### config.mk
export PLATFORM = sky130hd
export DESIGN_NAME = apb_req_arbiter_flat
export DESIGN_NICKNAME = d
export VERILOG_FILES = /design/src/rtl/apb_req_arbiter_if.sv /design/src/rtl/apb_req_arbiter.sv /design/src/flat_wrapper.sv
export SDC_FILE = /design/constraint.sdc
export NUM_CORES = 1
export LEC_CHECK = 0
export CORE_UTILIZATION = 30
export CTS_CLUSTER_SIZE = 40
export DETAILED_ROUTE_END_ITERATION = 16
export GPL_ROUTABILITY_DRIVEN = 0
export PLACE_DENSITY = 0.7
export REMOVE_ABC_BUFFERS = 1
export SLEW_MARGIN = 20
export SYNTH_ARGS = -nofsm -noshare
export SYNTH_HDL_FRONTEND = slang
export SYNTH_SLANG_ARGS = --single-unit
### constraint.sdc
create_clock -name pclk -period 3.5 [get_ports pclk]
set_input_delay 0.7 -clock pclk [delete_from_list [all_inputs] [get_ports pclk]]
set_output_delay 0.7 -clock pclk [all_outputs]
set_load 0.05 [all_outputs]
### src/rtl/apb_req_arbiter_if.sv
// rtl/apb_req_arbiter_if.sv - request/response and APB5 bus bundle for apb_req_arbiter
interface apb_req_arbiter_if #(
    parameter int DATA_WIDTH = 32,
    parameter int ADDR_WIDTH = 32
);
    logic [1:0]              req_valid;
    logic [1:0]              req_ready;
    logic [1:0]              req_write;
    logic [2*ADDR_WIDTH-1:0] req_addr;
    logic [2*DATA_WIDTH-1:0] req_wdata;
    logic [5:0]              req_prot;

    logic [1:0]              resp_valid;
    logic [DATA_WIDTH-1:0]   resp_rdata;
    logic                    resp_err;

    logic [ADDR_WIDTH-1:0]   paddr;
    logic [2:0]              pprot;
    logic                    psel;
    logic                    penable;
    logic                    pwrite;
    logic [DATA_WIDTH-1:0]   pwdata;
    logic [DATA_WIDTH/8-1:0] pstrb;
    logic                    pready;
    logic [DATA_WIDTH-1:0]   prdata;
    logic                    pslverr;

    modport master (
        input  req_valid, req_write, req_addr, req_wdata, req_prot,
        output req_ready,
        output resp_valid, resp_rdata, resp_err,
        output paddr, pprot, psel, penable, pwrite, pwdata, pstrb,
        input  pready, prdata, pslverr
    );

    modport slave (
        output req_valid, req_write, req_addr, req_wdata, req_prot,
        input  req_ready,
        input  resp_valid, resp_rdata, resp_err,
        input  paddr, pprot, psel, penable, pwrite, pwdata, pstrb,
        output pready, prdata, pslverr
    );
endinterface

### src/rtl/apb_req_arbiter.sv
// rtl/apb_req_arbiter.sv - two-requester round-robin arbiter driving an APB5 requester port
module apb_req_arbiter #(
    parameter int DATA_WIDTH = 32,
    parameter int ADDR_WIDTH = 32
) (
    input  logic                pclk,
    input  logic                preset_n,
    apb_req_arbiter_if.master   bus
);
    localparam int STRB_W = DATA_WIDTH / 8;

    localparam logic [1:0] ST_IDLE   = 2'd0;
    localparam logic [1:0] ST_SETUP  = 2'd1;
    localparam logic [1:0] ST_ACCESS = 2'd2;

    logic [1:0]            state;
    logic                  last_grant;
    logic                  owner;

    logic                  grant;
    logic                  can_accept;
    logic [1:0]            ready;
    logic                  accept;

    logic [ADDR_WIDTH-1:0] win_addr;
    logic [DATA_WIDTH-1:0] win_wdata;
    logic [2:0]            win_prot;
    logic                  win_write;

    logic [ADDR_WIDTH-1:0] paddr_q;
    logic [2:0]            pprot_q;
    logic                  psel_q;
    logic                  penable_q;
    logic                  pwrite_q;
    logic [DATA_WIDTH-1:0] pwdata_q;
    logic [STRB_W-1:0]     pstrb_q;
    logic [1:0]            resp_valid_q;
    logic [DATA_WIDTH-1:0] resp_rdata_q;
    logic                  resp_err_q;

    // On a tie the requester that did not win last time goes next.
    always_comb begin
        grant = 1'b0;
        if (bus.req_valid == 2'b11) begin
            grant = ~last_grant;
        end else begin
            grant = bus.req_valid[1];
        end
    end

    assign can_accept = (state == ST_IDLE) || ((state == ST_ACCESS) && bus.pready);
    assign ready      = can_accept ? (bus.req_valid & (grant ? 2'b10 : 2'b01)) : 2'b00;
    assign accept     = |ready;

    assign win_addr  = grant ? bus.req_addr[ADDR_WIDTH +: ADDR_WIDTH]  : bus.req_addr[0 +: ADDR_WIDTH];
    assign win_wdata = grant ? bus.req_wdata[DATA_WIDTH +: DATA_WIDTH] : bus.req_wdata[0 +: DATA_WIDTH];
    assign win_prot  = grant ? bus.req_prot[5:3] : bus.req_prot[2:0];
    assign win_write = grant ? bus.req_write[1]  : bus.req_write[0];

    always_ff @(posedge pclk or negedge preset_n) begin
        if (!preset_n) begin
            state        <= ST_IDLE;
            last_grant   <= 1'b1;
            owner        <= 1'b0;
            paddr_q      <= '0;
            pprot_q      <= '0;
            psel_q       <= 1'b0;
            penable_q    <= 1'b0;
            pwrite_q     <= 1'b0;
            pwdata_q     <= '0;
            pstrb_q      <= '0;
            resp_valid_q <= 2'b00;
            resp_rdata_q <= '0;
            resp_err_q   <= 1'b0;
        end else begin
            resp_valid_q <= 2'b00;
            if (state == ST_ACCESS && bus.pready) begin
                resp_valid_q <= owner ? 2'b10 : 2'b01;
                resp_err_q   <= bus.pslverr;
                resp_rdata_q <= pwrite_q ? '0 : bus.prdata;
            end

            // A new command can be taken from IDLE or straight out of a completing ACCESS.
            if (accept) begin
                state      <= ST_SETUP;
                last_grant <= grant;
                owner      <= grant;
                paddr_q    <= win_addr;
                pprot_q    <= win_prot;
                pwrite_q   <= win_write;
                pwdata_q   <= win_wdata;
                pstrb_q    <= win_write ? {STRB_W{1'b1}} : '0;
                psel_q     <= 1'b1;
                penable_q  <= 1'b0;
            end else begin
                case (state)
                    ST_SETUP: begin
                        state     <= ST_ACCESS;
                        penable_q <= 1'b1;
                    end
                    ST_ACCESS: begin
                        if (bus.pready) begin
                            state     <= ST_IDLE;
                            psel_q    <= 1'b0;
                            penable_q <= 1'b0;
                            paddr_q   <= '0;
                            pwdata_q  <= '0;
                            pstrb_q   <= '0;
                        end
                    end
                    default: state <= ST_IDLE;
                endcase
            end
        end
    end

    assign bus.req_ready  = ready;
    assign bus.paddr      = paddr_q;
    assign bus.pprot      = pprot_q;
    assign bus.psel       = psel_q;
    assign bus.penable    = penable_q;
    assign bus.pwrite     = pwrite_q;
    assign bus.pwdata     = pwdata_q;
    assign bus.pstrb      = pstrb_q;
    assign bus.resp_valid = resp_valid_q;
    assign bus.resp_rdata = resp_rdata_q;
    assign bus.resp_err   = resp_err_q;
endmodule

### src/flat_wrapper.sv
// flat-port wrapper written by rule: the top's interface ports become plain ports
module apb_req_arbiter_flat 
#(
    parameter int DATA_WIDTH = 32,
    parameter int ADDR_WIDTH = 32
)
  (pclk, preset_n, bus_req_valid, bus_req_write, bus_req_addr, bus_req_wdata, bus_req_prot, bus_req_ready, bus_resp_valid, bus_resp_rdata, bus_resp_err, bus_paddr, bus_pprot, bus_psel, bus_penable, bus_pwrite, bus_pwdata, bus_pstrb, bus_pready, bus_prdata, bus_pslverr);
  apb_req_arbiter_if #(.DATA_WIDTH(DATA_WIDTH), .ADDR_WIDTH(ADDR_WIDTH)) bus_i ();
  input  logic pclk;
  input  logic preset_n;
  input wire logic [$bits(bus_i.req_valid)-1:0] bus_req_valid;
  input wire logic [$bits(bus_i.req_write)-1:0] bus_req_write;
  input wire logic [$bits(bus_i.req_addr)-1:0] bus_req_addr;
  input wire logic [$bits(bus_i.req_wdata)-1:0] bus_req_wdata;
  input wire logic [$bits(bus_i.req_prot)-1:0] bus_req_prot;
  output wire logic [$bits(bus_i.req_ready)-1:0] bus_req_ready;
  output wire logic [$bits(bus_i.resp_valid)-1:0] bus_resp_valid;
  output wire logic [$bits(bus_i.resp_rdata)-1:0] bus_resp_rdata;
  output wire logic [$bits(bus_i.resp_err)-1:0] bus_resp_err;
  output wire logic [$bits(bus_i.paddr)-1:0] bus_paddr;
  output wire logic [$bits(bus_i.pprot)-1:0] bus_pprot;
  output wire logic [$bits(bus_i.psel)-1:0] bus_psel;
  output wire logic [$bits(bus_i.penable)-1:0] bus_penable;
  output wire logic [$bits(bus_i.pwrite)-1:0] bus_pwrite;
  output wire logic [$bits(bus_i.pwdata)-1:0] bus_pwdata;
  output wire logic [$bits(bus_i.pstrb)-1:0] bus_pstrb;
  input wire logic [$bits(bus_i.pready)-1:0] bus_pready;
  input wire logic [$bits(bus_i.prdata)-1:0] bus_prdata;
  input wire logic [$bits(bus_i.pslverr)-1:0] bus_pslverr;
  assign bus_i.req_valid = bus_req_valid;
  assign bus_i.req_write = bus_req_write;
  assign bus_i.req_addr = bus_req_addr;
  assign bus_i.req_wdata = bus_req_wdata;
  assign bus_i.req_prot = bus_req_prot;
  assign bus_req_ready = bus_i.req_ready;
  assign bus_resp_valid = bus_i.resp_valid;
  assign bus_resp_rdata = bus_i.resp_rdata;
  assign bus_resp_err = bus_i.resp_err;
  assign bus_paddr = bus_i.paddr;
  assign bus_pprot = bus_i.pprot;
  assign bus_psel = bus_i.psel;
  assign bus_penable = bus_i.penable;
  assign bus_pwrite = bus_i.pwrite;
  assign bus_pwdata = bus_i.pwdata;
  assign bus_pstrb = bus_i.pstrb;
  assign bus_i.pready = bus_pready;
  assign bus_i.prdata = bus_prdata;
  assign bus_i.pslverr = bus_pslverr;
  apb_req_arbiter #(.DATA_WIDTH(DATA_WIDTH), .ADDR_WIDTH(ADDR_WIDTH)) u_core (.pclk(pclk), .preset_n(preset_n), .bus(bus_i));
endmodule
# --- Yosys cells after proc, flatten, opt, wreduce, memory -nomap -nowiden ---
# Cells that the tools add are included.
# W data, S select, Z words.
totals:
  ff_bits: 113
  out_inout_bits: 111
  elab_cells: 54
classes:
  eq_ne: 4
  n_mux: 26
  n_bitwise: 2
  reduce_logical: 9
op_table:
  columns: ["cell", "n"]
  rows:
  - ["$mux W32", 7]
  - ["$mux W4", 4]
  - ["$mux W2", 6]
  - ["$mux W1", 6]
  - ["$eq A2 B2 Y1 const B", 2]
  - ["$pmux W2 S2", 1]
  - ["$reduce_and A2 Y1", 2]
  - ["$reduce_bool A2 Y1", 2]
  - ["$mux W3", 1]
  - ["$ne A3 B2 Y1 const B", 1]
  - ["$reduce_bool A3 Y1", 1]
  - ["$and A2 B2 Y2", 1]
  - ["$eq A2 B1 Y1 const B", 1]
  - ["$logic_not A2 Y1", 1]
  - ["$pmux W1 S2", 1]
  - ["$reduce_or A2 Y1", 1]
  - ["$logic_and A1 B1 Y1", 1]
  - ["$logic_or A1 B1 Y1", 1]
  - ["$not A1 Y1", 1]

# --- Depth between registers and ports, before layout ---
logic_depth:
  word_depth: 8
  mapped_depth: 7

# --- Worst setup path after synthesis ---
# OpenSTA, ideal clock, no wires.
synth_timing:
  kind: "in2out"
  startpoint: "in bus_req_valid[1]"
  endpoint: "out bus_req_ready[0]"
  arrival_time_ps: 1913
  required_time_ps: 2800
  slack_ps: 887
  path_stages: 5
  path_buffers: 3
  path_cell_list: "a21boi_2 -> buf_6 -> buf_12 -> buf_12 -> nor2_1"
synth_via:
  elab_chain_cells: 5
synth_rtl:
  columns: ["item", "line_no", "rtl"]
  rows:
  - ["start: declaration", "flat_wrapper.sv:11", "input wire logic [$bits(bus_i.req_valid)-1:0] bus_req_valid;"]
  - ["$eq A2 B2 Y1", "apb_req_arbiter.sv:44", "if (bus.req_valid == 2'b11) begin"]
  - ["$mux W1 (*)", "apb_req_arbiter.sv:44", null]
  - ["$mux W2 (*)", "apb_req_arbiter.sv:52", "assign ready = can_accept ? (bus.req_valid & (grant ? 2'b10 : 2'b01)) : 2'b00;"]
  - ["$and A2 B2 Y2 (*)", "apb_req_arbiter.sv:52", null]
  - ["$mux W2 (*)", "apb_req_arbiter.sv:52", null]
  - ["end: declaration", "flat_wrapper.sv:16", "output wire logic [$bits(bus_i.req_ready)-1:0] bus_req_ready;"]
# Every way passes the cells marked *; elsewhere a longest branch is shown, timed or not.

# --- Worst setup path after layout ---
layout_timing:
  startpoint: "in bus_req_valid[1]"
  endpoint: "out bus_req_ready[1]"
layout_via:
  elab_chain_cells: 5
layout_rtl:
  columns: ["item", "line_no"]
  rows:
  - ["$eq A2 B2 Y1", "apb_req_arbiter.sv:44"]
  - ["$mux W1", "apb_req_arbiter.sv:44"]
  - ["$mux W2", "apb_req_arbiter.sv:52"]
  - ["$and A2 B2 Y2 (*)", "apb_req_arbiter.sv:52"]
  - ["$mux W2 (*)", "apb_req_arbiter.sv:52"]
# Marked as above.

==> flow_metrics.py <==
metrics = {
    "outcome": {
        "outcome": "complete, no violations",
    },
    "sta": {
        "hold_slack_ns": 0.4447,
        "setup_viol": 0,
        "fmax_mhz": 373.0,
        "fin_crit_sh": 0.7660,
        "rsz0062_at_grt": "false",
        "finClkSkew_ns": 0.004573,
        "worstMarginPinSlew_ns": 1.002,
        "slew_viol_final": 0,
        "maxSlewHeadroom": 0.3312,
        "timing.setup.tns_ns": 0,
        "final_hold_viol_count": 0,
        "fin_crit_ns": 2.681,
    },
    "final_layout": {
        "syn2layout_area_growth_pct": 62.19,
        "drive_above_1_share": 0.05101,
        "fillers": 1541,
        "fin_area_mm2": 0.008501,
        "fin_util": 0.5054,
        "n_antenna_cell": 0,
        "nNetsFinal": 917,
    },
    "drt": {
        "drt_iter0_markers": 153,
        "drtAntennaViolNets": 0,
        "route.detailed.drc": 0,
        "wl_um": 15010,
        "routedWlPerCell_um": 15.56,
        "vias": 4367,
        "avgViaCountPerCell": 4.525,
        "drt_first_pass_iters": 4,
    },
    "grt": {
        "use_met1": 0.1900,
        "grt_overflow": 0,
        "grt.busiest_layer": "met2",
        "grt_pass1_wl_um": 23240,
        "antenna_found_initial": 0,
        "grt_pass1_vias": 4550,
        "track_usage": 0.1662,
        "grt_max_degree": 82,
        "met2_usage": 0.2997,
        "met3_usage": 0.02759,
    },
    "yosys": {
        "synth_commonest_cells": "mux2i_1, nand2_1, dfrtp_1",
        "yosys.cell_types.count": 22,
        "async_reset_ff_frac": 1.000,
        "ys_warn_count": 0,
        "syn-instance-count": 471,
        "synth_edf_count": 0,
        "ys.flop_type": "dfrtp_1",
        "synth_seq_area_share": 0.5254,
        "syn_area_mm2": 0.005241,
        "synth.avg_cell_area_um2": 11.13,
        "synth_area_leader_cell": "dfrtp_1",
        "ys_ff_latch": 110,
        "yosys-top-cells-area": "dfrtp_1, mux2i_1, nand2_1, o21ai_0, buf_4",
        "yosys.area.top_type_share": 0.5204,
    },
    "run": {
        "maxCapViolCount": 0,
    },
    "worst_setup_path": {
        "crit_family": "buffers and inverters",
        "path_class": "input port to output pin",
        "crit_required_ns": 2.80,
        "startpoint_type": "input port",
        "arrival_ns": 1.98,
        "end_kind": "output pin",
        "slowest_stage": "clkdlybuf4s50_1",
        "crit_chain": "clkdlybuf4s50_1 -> a21boi_4 -> nor2b_1 -> buf_12",
        "critPathBufInv": 2,
        "slowest_delay_ns": 0.49,
        "critPathMaxFanout": 4,
    },
    "hold_path": {
        "holdCritPathClass": "input port to async pin",
    },
    "power": {
        "finalPower_w": 0.008624,
        "power.density_mw_per_mm2": 1015,
        "vdd_drop_max_uv": 458.2,
        "leakage_nw": 3.816,
    },
    "cts": {
        "postCtsSetupBuffers": 0,
        "htree_levels": 3,
        "cts-resized-gates": 0,
        "cts_buffer_depth": 2,
        "cts_sinks": 110,
        "cts_root_buf": "clkbuf_16",
        "clk_latency_ns": 0.34,
        "cts_buffers": 9,
        "path_clk_slew_ns": 0.07,
        "hold_buffers": 0,
        "cts_tree": "yes",
    },
    "floorplan": {
        "coreArea_mm2": 0.01682,
        "dieArea_mm2": 0.01800,
        "dieWidth_um": 134.2,
        "rows": 47,
        "start_util": 0.3116,
        "die_h_um": 134.2,
        "ioPinCount": 285,
    },
    "placed_design": {
        "place_area_mm2": 0.008217,
        "portBuffers": 284,
        "place_hpwl_um": 11550,
    },
}
path summary, 6_finish.rpt:
path	start	cells after the start	slack [ns]	endpoint
max in group asynchronous	preset_n	2	2.15	u_core.bus.resp_rdata[0]$_DFFE_PN0N_
setup / recovery	bus_req_valid[1]	4	0.82	bus_req_ready[1]
hold reg to reg	u_core.owner$_DFFE_PN0P_	1	0.47	u_core.bus.resp_valid[0]$_DFF_PN0_
min in group pclk	u_core.owner$_DFFE_PN0P_	1	0.47	u_core.bus.resp_valid[0]$_DFF_PN0_
hold / removal	preset_n	1	0.44	u_core.bus.resp_rdata[31]$_DFFE_PN0N_
setup reg to reg	u_core.state[0]$_DFFE_PN0P_	6	1.45	u_core.bus.pprot[2]$_DFFE_PN0P_
state kept, by name, summed over array words and instances (netlist names), 2 cells and up:
signal	count
u_core.bus.pwdata	32
u_core.bus.pprot	3
u_core.bus.resp_valid	2
u_core.bus.paddr	32
u_core.state	2
u_core.bus.resp_rdata	32
per-layer routing:
layer | up-vias | part of all wire
li1 | 2113 | -
met1 | 2093 | 0.40
met2 | 136 | 0.52
met4 | 0 | 0.026
met3 | 25 | 0.047
met5 | - | 0
cells in the final DEF (no fill, tap or decap), types with 4 or more instances in the layout:
master / count
clkdlybuf4s50_1: 281
mux2i_1: 131
nand2_1: 130
dfrtp_1: 109
o21ai_0: 33
clkbuf_16: 9
mux2_2: 8
buf_4: 8
nor2_1: 4
a21o_1: 4
buf_12: 4
report_power, final:
group	switching [W]	total, W	internal [W]
Sequential	0.000353	0.00226	0.00190
Combinational	0.00346	0.00535	0.00189
Clock	0.000462	0.00102	0.000555
cell type report:
class,count,area [um^2],share of cell area
clock buffer,12,236.5,0.02782
tap,220,275.3,0.03238
timing repair buffer,293,2953,0.3474
clock inverter,4,47.55,0.005593
inverter,3,11.26,0.001325
multi-input combinational,323,2223,0.2616
sequential,110,2754,0.3240
cell families after synthesis:
logic type,share of synthesized area
AOI/OAI and AO/OA,0.04201
adders and majority gates,0.007162
buffers and inverters,0.05324
DFF,0.5254
muxes,0.2674
and+or+nand+nor,0.1048
through the flow:
stage / std cells / setup slack [ns]
after CTS: 965 / 0.8225
after floorplan: 436 / -1.494
after detailed placement: 949 / 0.8317
final: 965 / 0.8188
after global routing: 965 / 0.7726
after global placement: 949 / 0.8494
(Power assumes the default switching activity.)
